### config.mk
export PLATFORM = sky130hd
export DESIGN_NAME = delay_line
export DESIGN_NICKNAME = d
export VERILOG_FILES = /design/src/rtl/delay_line.sv
export SDC_FILE = /design/constraint.sdc
export NUM_CORES = 1
export LEC_CHECK = 0
export CELL_PAD_IN_SITES_DETAIL_PLACEMENT = 1
export CELL_PAD_IN_SITES_GLOBAL_PLACEMENT = 2
export CORE_AREA = 4 4 41 43
export DETAILED_ROUTE_END_ITERATION = 12
export DIE_AREA = 0 0 45 47
export HOLD_SLACK_MARGIN = 0.05
export PLACE_DENSITY = 0.4
export RECOVER_POWER = 100
export REMOVE_ABC_BUFFERS = 1
export SKIP_CTS_REPAIR_TIMING = 1
export SLEW_MARGIN = 20
export SYNTH_ARGS = -nofsm -noshare
export SYNTH_HDL_FRONTEND = slang
export SYNTH_SLANG_ARGS = --single-unit
### constraint.sdc
create_clock -name clk -period 0.8 [get_ports clk]
set_input_delay 0.16 -clock clk [delete_from_list [all_inputs] [get_ports clk]]
set_output_delay 0.16 -clock clk [all_outputs]
set_load 0.01 [all_outputs]
### src/rtl/delay_line.sv
// Fixed-latency delay line: every input sample reappears on out exactly DELAY clock cycles later.
// DELAY=0 degenerates to a combinational wire; otherwise out is the last register of the chain.
module delay_line #(
    parameter int               DELAY       = 5,
    parameter int               WIDTH       = 1,
    parameter logic [WIDTH-1:0] RESET_VALUE = '0
) (
    input  logic             clk,
    input  logic             rst,
    input  logic [WIDTH-1:0] in,
    output logic [WIDTH-1:0] out
);

    generate
        if (DELAY < 0 || WIDTH < 1) begin : g_bad_params
            $error("delay_line: DELAY must be >= 0 and WIDTH must be >= 1");
        end else if (DELAY == 0) begin : g_passthrough
            // No state here, so clock and reset have nothing to act on.
            logic unused_clk_rst;
            assign unused_clk_rst = clk ^ rst;
            assign out            = in;
        end else begin : g_stages
            // Stage 0 captures in; stage DELAY-1 drives out. Power-up value matches reset.
            logic [WIDTH-1:0] stage_q [DELAY] = '{default: RESET_VALUE};
            logic [WIDTH-1:0] stage_d [DELAY];

            always_comb begin
                stage_d[0] = in;
                for (int i = 1; i < DELAY; i++) begin
                    stage_d[i] = stage_q[i-1];
                end
            end

            always_ff @(posedge clk) begin
                if (rst) begin
                    for (int i = 0; i < DELAY; i++) begin
                        stage_q[i] <= RESET_VALUE;
                    end
                end else begin
                    for (int i = 0; i < DELAY; i++) begin
                        stage_q[i] <= stage_d[i];
                    end
                end
            end

            assign out = stage_q[DELAY-1];
        end
    endgenerate

endmodule

==> results.md <==
- GP Congestion: 0.572
- Top Registers: g_stages.stage_q (5)
- Reg-to-Reg End: g_stages.stage_q[0][4]
- Syn Inst Count: 10
- Area delta synth->final: 53.3%
- Clock buffer count from CTS: 3
- Sink of the worst hold path: g_stages.stage_q[0][3]
- Power, Total: 556 uW
- First-pass iteration count of the detailed router: 1
- Setup-failing EPs final: 1
- Hold crit path type: flop to flop
- Max Buffers Root-to-Sink: 2
- Crit-path max FO: 1
- Fraction of registers with async set/reset: 0
- # diodes: 0
- Post-synth top area cell: dfxtp_1
- Critical path's top delay family: flip-flops
- Fraction of layout cells with a size suffix above 1: 0.235
- Syn Std Cell Area: 131 um2
- Vias in the first global route: 107
- Vias per cell: 3.06
- Reg-to-Reg Start: g_stages.stage_q[0][3]
- Worst EP required: 0.64 ns
- CTS sink cnt: 5
- RSZ-0062 raised after global routing: yes
- Pleak: 0.0000806 uW
- Distinct cells, synth: 2
- Non-filler cells, final: 32
- CTS tree: built
- DRC violations left: 0
- Crit path launch type: flop
- Initial cell density of the core: 0.101
- Final Util: 0.155
- Max reg flops: 5
- Critical path class: flop to output pin
- WHS Path Cells: 1
- Synthesis warning total: 0
- FF-to-FF setup slack: 0.28 ns
- Post-route ant nets: 0
- Final Max Tran Viols: 0
- Vias: 98
- CTS H-tree lvls: 1
- Placed Cells: 28
- Crit. End Element: output pin
- Arrival time worst endpoint: 0.65 ns
- Largest net degree at the start of global routing: 6
- Violated checks: negative setup slack
- Crit-path cells: buf_2
- Fmax: 1230 MHz
- Min cycle time layout: 0.815 ns
- Syn avg cell area: 13.1 um2
- Clock slew at reported path FFs: around 0.040 ns
- Yosys reg bits: 5
- WL/cell: 6.13 um
- Worst path max stage delay: 0.30 ns
- Setup WS post-layout: -0.0149 ns
- Register area share after synthesis: 0.762
- Remaining Overflow, GRT: 0
- Filler Cell Count: 161
- Initial antenna violation count: 0
- Area contributors post-synth: dfxtp_1 76%, nor2b_1 24%
- Cells on worst reg2reg path: 1
- Max_slew headroom: 0.885
- Setup TNS Final: -0.0149 ns
- Nets: 21
- Routed wire length: 196 um
- IO buf count: 3
- Hold path startpoint: g_stages.stage_q[0][2]
- Area share of the largest cell type after synthesis: 0.762
- Vert. Die Dim: about 47 um
- Root buffer cell: clkbuf_4
- Ys flop type: dfxtp_1
- Die X: 45 um
- Max VDD drop: about 800 uV
- Floorplan row count: 13
- GRT Overall Usage: 0.0371
- Top-Level Pins: 4
- Clk_lat worst skew: roughly 0.23 ns
- Slew @ Worst Pin: around 0.17 ns
- Critical Path Slowest Stage Cell: dfxtp_1
- First-pass GRT wire length: roughly 380 um
- Clock Skew: 0.000110 ns
- DRT iter0 DRCs: 0
- Power Density: around 2800 nW/um2
- WP buf/inv: 1
- Hold Violations, Final: 0
- Post-synth top cells: 5 x dfxtp_1, 5 x nor2b_1
- Outcome: finished, violations left
- Core ar.: 1300 um2
- Full die area: 2120 um2
- Largest reg by FF count: g_stages.stage_q
- Post-synth EDFFs: 0
- Final period util: 1.02
- Max-Cap Viols: 0
## power by group
part           switching (uW)  total (uW)  internal, uW
logic                    5.54        17.3          11.8
registers                1.22         259           258
clock network            91.9         280           188
total                    98.7         556           457
## worst max-delay path by stage
stage | from | end | slack, ns | depth (start not counted)
6_report | g_stages.stage_q[0][4] | out | -0.01 | 1
5_1_grt | g_stages.stage_q[0][4] | out | -0.05 | 1
4_1_cts | g_stages.stage_q[0][4] | out | -0.45 | 1
3_5_place_dp | g_stages.stage_q[0][4] | out | -0.18 | 1
3_3_place_gp | g_stages.stage_q[0][4] | out | -0.17 | 1
2_1_floorplan | g_stages.stage_q[0][4] | out | 0.31 | 0
## through the flow
step,worst slack (ns),hold slack (ns),instance area [um2]
finish,-0.0149,0.434,201
global route,-0.0543,0.443,201
CTS,-0.449,0.438,206
detailed placement,-0.176,0.428,180
global placement,-0.168,0.421,180
floorplan,0.309,0.232,131
## metal layers
metal	track usage	share of wire
met5	0	0
met4	0.0702	0
met3	0.0613	0.16
met2	0.0395	0.44
met1	0.0114	0.39
## cell families after synthesis
kind of cell | after synthesis | share of synthesized area
AND/OR/NAND/NOR | 5 | 0.238
flip-flops | 5 | 0.762
## cells in the final DEF (no fill, tap or decap), drive strengths merged
| master | netlist | layout |
|---|---|---|
| clkbuf | 0 | 4 |
| clkdlybuf4s50 | 0 | 1 |
| dfxtp | 5 | 5 |
| dlygate4sd3 | 0 | 1 |
| nor2b | 5 | 5 |
| buf | 0 | 1 |
## cell type report
class,instances,area (um2),area share
Sequential cell,5,100,0.497
Clock buffer,4,26.3,0.130
Multi-Input combinational cell,5,31.3,0.155
Tap cell,15,18.8,0.0932
Timing Repair Buffer,3,25.0,0.124
(Power assumes the default switching activity.)
